File: src/rtl/wb_port_arbiter.sv
// Register-file write-port arbiter: pipeline write-back has priority,
// long-latency results wait in a one-entry buffer with starvation relief.
module wb_port_arbiter #(
  parameter int XLEN         = 32,
  parameter int REGNUM_W     = 5,
  parameter int STARVE_LIMIT = 4
) (
  input  logic                clk,
  input  logic                rst,
  input  logic                pipe_we,
  input  logic [REGNUM_W-1:0] pipe_dst,
  input  logic [XLEN-1:0]     pipe_value,
  input  logic                lu_valid,
  output logic                lu_ready,
  input  logic [REGNUM_W-1:0] lu_dst,
  input  logic [XLEN-1:0]     lu_value,
  output logic                pipe_stall,
  output logic                rf_we,
  output logic [REGNUM_W-1:0] rf_waddr,
  output logic [XLEN-1:0]     rf_wdata,
  output logic                pend_valid,
  output logic [REGNUM_W-1:0] pend_dst
);

  localparam logic [1:0] S_EMPTY = 2'd0;
  localparam logic [1:0] S_WAIT  = 2'd1;
  localparam logic [1:0] S_FORCE = 2'd2;

  localparam logic [3:0] LIM_M1 = 4'(STARVE_LIMIT - 1);

  logic [1:0]          r_state;
  logic [3:0]          r_cnt;
  logic [REGNUM_W-1:0] r_pdst;
  logic [XLEN-1:0]     r_pval;
  logic                r_we;
  logic [REGNUM_W-1:0] r_waddr;
  logic [XLEN-1:0]     r_wdata;

  logic                w_preq;
  logic                w_gbuf;
  logic                w_kill;
  logic                w_acc;
  logic [3:0]          w_cnt_inc;

  assign pend_valid = (r_state != S_EMPTY);
  assign pend_dst   = r_pdst;
  assign lu_ready   = rst & ~pend_valid;
  assign pipe_stall = rst & (r_state == S_FORCE);

  assign w_preq    = pipe_we & (pipe_dst != '0) & ~pipe_stall;
  assign w_gbuf    = ~w_preq & pend_valid;
  assign w_kill    = w_preq & pend_valid & (pipe_dst == r_pdst);
  assign w_acc     = lu_valid & lu_ready & (lu_dst != '0);
  assign w_cnt_inc = r_cnt + 4'd1;

  // Buffer occupancy FSM and starvation counter
  always_ff @(posedge clk or negedge rst) begin
    if (!rst) begin
      r_state <= S_EMPTY;
      r_cnt   <= '0;
    end else begin
      unique case (r_state)
        S_EMPTY: begin
          r_cnt <= '0;
          if (w_acc) r_state <= S_WAIT;
        end
        S_WAIT: begin
          if (w_gbuf || w_kill) begin
            r_state <= S_EMPTY;
            r_cnt   <= '0;
          end else begin
            r_cnt <= w_cnt_inc;
            if (w_cnt_inc >= LIM_M1) r_state <= S_FORCE;
          end
        end
        default: begin
          r_state <= S_EMPTY;
          r_cnt   <= '0;
        end
      endcase
    end
  end

  // Load the holding buffer on an accepted nonzero-destination result
  always_ff @(posedge clk or negedge rst) begin
    if (!rst) begin
      r_pdst <= '0;
      r_pval <= '0;
    end else if (w_acc) begin
      r_pdst <= lu_dst;
      r_pval <= lu_value;
    end
  end

  // Register the granted write toward the register file
  always_ff @(posedge clk or negedge rst) begin
    if (!rst) begin
      r_we    <= 1'b0;
      r_waddr <= '0;
      r_wdata <= '0;
    end else begin
      r_we <= w_preq | w_gbuf;
      if (w_preq) begin
        r_waddr <= pipe_dst;
        r_wdata <= pipe_value;
      end else if (w_gbuf) begin
        r_waddr <= r_pdst;
        r_wdata <= r_pval;
      end
    end
  end

  assign rf_we    = r_we;
  assign rf_waddr = r_waddr;
  assign rf_wdata = r_wdata;

endmodule

File: config.mk
export PLATFORM = sky130hd
export DESIGN_NAME = wb_port_arbiter
export DESIGN_NICKNAME = d
export VERILOG_FILES = /design/src/rtl/wb_port_arbiter.sv
export SDC_FILE = /design/constraint.sdc
export NUM_CORES = 1
export LEC_CHECK = 0
export BUFFER_PORTS_ARGS = -buffer_cell sky130_fd_sc_hd__buf_4
export CELL_PAD_IN_SITES_DETAIL_PLACEMENT = 1
export CELL_PAD_IN_SITES_GLOBAL_PLACEMENT = 2
export CORE_MARGIN = 5
export CORE_UTILIZATION = 34
export DETAILED_ROUTE_END_ITERATION = 10
export PLACE_DENSITY_LB_ADDON = 0.1
export SYNTH_ARGS = -nofsm -noshare
export SYNTH_HDL_FRONTEND = slang
export SYNTH_SLANG_ARGS = --single-unit
File: constraint.sdc
create_clock -name clk -period 3.08 [get_ports clk]
set_input_delay 0.924 -clock clk [delete_from_list [all_inputs] [get_ports clk]]
set_output_delay 0.924 -clock clk [all_outputs]
set_load 0.02 [all_outputs]
Word-level counts from Yosys, hierarchy flattened
Index checks and enable logic that the tools add are counted.

$add $sub $neg: 1. Magnitude comparators: 1. Equality and inequality tests: 5. Muxes and demuxes: 10. Bitwise logic cells: 13. Reduce and logical (&&, ||, !) cells: 7.

Operators with widths (number): 2-to-1 mux 32 bit (2); 2-to-1 mux 5 bit (2); nonzero test 5 bit (2); AND 1 bit (9); 2-to-1 mux 4 bit (2); 2-to-1 mux 2 bit (3); equality test 5 bit (1); adder 4 x 1 -> 4 bit (second input constant) (1); >= comparator 4 x 2 -> 1 bit (second input constant) (1); one-hot mux 2 bit (2 select lines) (1); nonzero test 2 bit (2); inequality test 3 bit (second input constant) (1); inverter 1 bit (3); equality test 2 x 1 -> 1 bit (second input constant) (1); equality test 2 bit (second input constant) (1); zero test 2 bit (1); inequality test 2 bit (second input constant) (1); AND reduction 2 bit (1); logical OR 1 bit (1); bitwise OR 1 bit (1).

Register bits after elaboration: 81. Output and inout bits: 46.

Depth between registers and ports, before layout
Depth after elaboration: 9. Mapped depth: 6.

Worst setup path after synthesis
Ideal clock, no wire load.

Kind: input to register. Start: input port lu_dst[0]. End: register r_pval[16]. Setup time: 0.127 ns. Arrival: 2.235 ns. Required time: 2.953 ns. Setup slack: 0.717 ns. Stages: 5. Cells stage by stage: or4_1 > o211ai_2 > buf_6 > buf_6 > mux2_1.

Cells in the longest elaborated chain, start to end: 2.

RTL lines: start: declaration (line 15) `input logic [REGNUM_W-1:0] lu_dst,`; nonzero test 5 bit (line 53) `assign w_acc = lu_valid & lu_ready & (lu_dst != '0);`; AND 1 bit (line 53); end signal: assignment (line 91) `r_pval <= lu_value;`; end: declaration (line 34) `logic [XLEN-1:0] r_pval;`.

No other way between the ends. A chain may end at the register's enable or synchronous reset.

Worst setup path in the final report
Start: input port rst. End: output port lu_ready.

Cells in the longest elaborated chain, start to end: 1.

RTL lines: start: declaration (line 9) `input logic rst,`; AND 1 bit (line 47) `assign lu_ready = rst & ~pend_valid;`; end: declaration (line 14) `output logic lu_ready,`.

No other way between the ends.

==> out/metrics.cfg <==
[clock_network]
cts_max_path_buffers=2
cts_resized=0
tritoncts=done
clk_latency_ns=0.35
path_clk_slew_ns=0.08
cts.sinks=81
h-tree-depth=3
cts-root-buf=clkbuf_8
cts_setup_buffers=0
cts_hold_buf=0
numCtsBuffers=9

[drt]
wl_per_cell_um=16.71
firstDrtPassIters=4
vias=2569
drc=0
drt_wl_total_um=9106
drtAntennaViolNets=0
drtIter0Drc=79
viasPerCell=4.714

[layout]
fin_area_um2=4808
n_antenna_cell=0
layout_commonest_cell=buf_4
final_cell_mix=buf_4 (127), dfrtp_1 (81), nor2_1 (40), mux2i_1 (36), a21oi_1 (36)
final_nets=484
area_growth_pct=36.91
drive_gt1_share_pct=41.08

[yosys]
yosysSeqAreaShare_pct=57.71
syn-num-nets=359
synth.distinct_cells=30
yosysTopAreaCell=dfrtp_1
netlist_instances=279
syn-cell-area_um2=3512
synth_top_cell_area_share_pct=57.71
syn_area_per_cell_um2=12.59
yosysWarnings=0
synthTopCellsByArea=dfrtp_1 (58%), mux2i_1 (10%), mux2_1 (5.8%), mux2_2 (5.8%), a21oi_1 (5.1%)
synth_seq_cells=81

[floorplan]
io_pins=124
die_h_um=111.6
fp.dieArea_um2=12460
start_util_pct=34.48
core_region_area_um2=10180
rows=37
die_width_um=111.6

[timing]
tns_ns=0
skew_ns=0.01061
fmax_mhz=417.5
finalHoldViolCount=0
slew_violations=0
slew_headroom_pct=53.14
period_minus_slack_ns=2.395
min_period_over_period_pct=77.76
tightest_slew_ns=0.7029
final-setup-viol-count=0
rsz0062_at_grt=false

[setup_path]
cp.arrival_ns=1.47
crit_path_start_kind=input port
crit_required_ns=2.16
regToRegEndpoint=rf_wdata[1]
r2r_slack_ns=1.37
r2r-start=r_state[0]
worstRegToRegCells=4
path_class=input port to primary output
cp-end-kind=primary output
cp_max_fo=4

[global_routing]
grt_max_degree=45
grtUsageTotal_pct=15.00
grt_pass1_vias=2878
grt_pass1_wl_um=15010
grt_antenna_before_repair=0
gr-total-overflow=0

[power_and_ir_drop]
irDropWorstVdd_mv=0.2168
p_clk_share_pct=28.2
power_leakage_nw=2.343
comb_power_share_pct=25.9
power.density_nw_per_um2=627.4
p_sw_share_pct=29.75
p_int_mw=2.119
switching_power_uw=897.4
seq_power_share_pct=46.0

[min_path]
holdPathStages=1
hp-class=register to register
holdCritStartpoint=r_pval[24]
hold_end=r_pval[24]

[run]
drv_cap=0

[placement]
place.port_buffers=123
place_area_um2=4597
place_hpwl_um=6526
place_congestion=0.6884

[status]
outcome=finished clean

sequential cells by signal, indices dropped and copies added, names as in the netlist:
register and count:
r_pval 32, rf_wdata 32, r_cnt 4, rf_we 1, r_state 2, rf_waddr 5
pend_dst 5
worst max-delay path by stage:
| stage | cells after the start | end | slack [ns] | from |
|---|---|---|---|---|
| 2_1_floorplan | 5 | r_pval[16] | 0.72 | lu_dst[0] |
| 3_3_place_gp | 5 | r_pval[15] | 0.53 | lu_dst[0] |
| 3_5_place_dp | 6 | rf_wdata[13] | 0.48 | pipe_dst[3] |
| 4_1_cts | 3 | lu_ready | 0.66 | rst |
| 5_1_grt | 3 | lu_ready | 0.64 | r_state[0] |
| 6_report | 3 | lu_ready | 0.68 | rst |
Yosys cell counts, drive strengths merged:
cell type and instances:
mux2 36, clkbuf 2, nor2 41, o221a 1, nor3 2, xor2 5
o211ai 2, nand2 2, a31oi 1, buf 14, or4 2, ha 2
nand3 1, and2 1, o31ai 1, a21oi 36, a311o 1, a32o 1
a31o 1, inv 4, mux2i 36, dfrtp 81, o21ba 1, xnor2 3
o2111ai 1, nand3b 1
per-stage QoR:
stage / total power, mW / util [%] / instances / hold slack (ns) / worst slack [ns]
final: 3.017 / 47.21 / 545 / 0.4929 / 0.6849
after global routing: 3.196 / 47.21 / 545 / 0.5157 / 0.6419
after CTS: 3.068 / 47.21 / 545 / 0.4997 / 0.6613
after detailed placement: 2.208 / 45.14 / 529 / 0.4802 / 0.4820
after global placement: 2.185 / 45.14 / 529 / 0.4748 / 0.5335
after floorplan: 1.839 / - / 279 / 0.4635 / 0.7171
power by group through the flow:
stage / clock network, mW / registers, mW / logic (mW)
CTS: 0.878 / 1.39 / 0.800
floorplan: 0 / 1.49 / 0.344
global placement: 0 / 1.40 / 0.783
detailed placement: 0 / 1.41 / 0.799
global route: 0.928 / 1.41 / 0.853
finish: 0.849 / 1.39 / 0.781
final cells by class:
cell class	instances	area [µm²]
clock buffers	11	131.4
clock inverters	5	80.08
fillers	1118	5376
inverters	4	15.01
multi-input cells	178	1371
flip-flops and latches	81	2027
well taps	136	170.2
repair buffers	130	1013
critical path, cell delays in order:
cell and delay, ns:
buf_4 0.10, and2_1 0.25, buf_4 0.19
cell families (layout without fill, tap and decap cells):
kind of cell | after synthesis | in the layout | share of synthesized area [%]
AOI/OAI and AO/OA | 46 | 46 | 7.909
buffers and inverters | 20 | 150 | 3.955
DFF | 81 | 81 | 57.71
and+or+nand+nor | 50 | 50 | 5.914
adders and majority gates | 2 | 2 | 0.7124
muxes | 72 | 72 | 21.80
xor gates and xnor gates | 8 | 8 | 1.995
layer usage:
metal / up-vias / part of all wire (%) / GRT usage [%]
met5: - / 0 / 0
met4: 0 / 1.3 / 5.109
met3: 9 / 6.8 / 5.054
met2: 79 / 45 / 22.74
met1: 1256 / 47 / 20.18
li1: 1225 / - / -
Power figures use the tool's default switching activity.
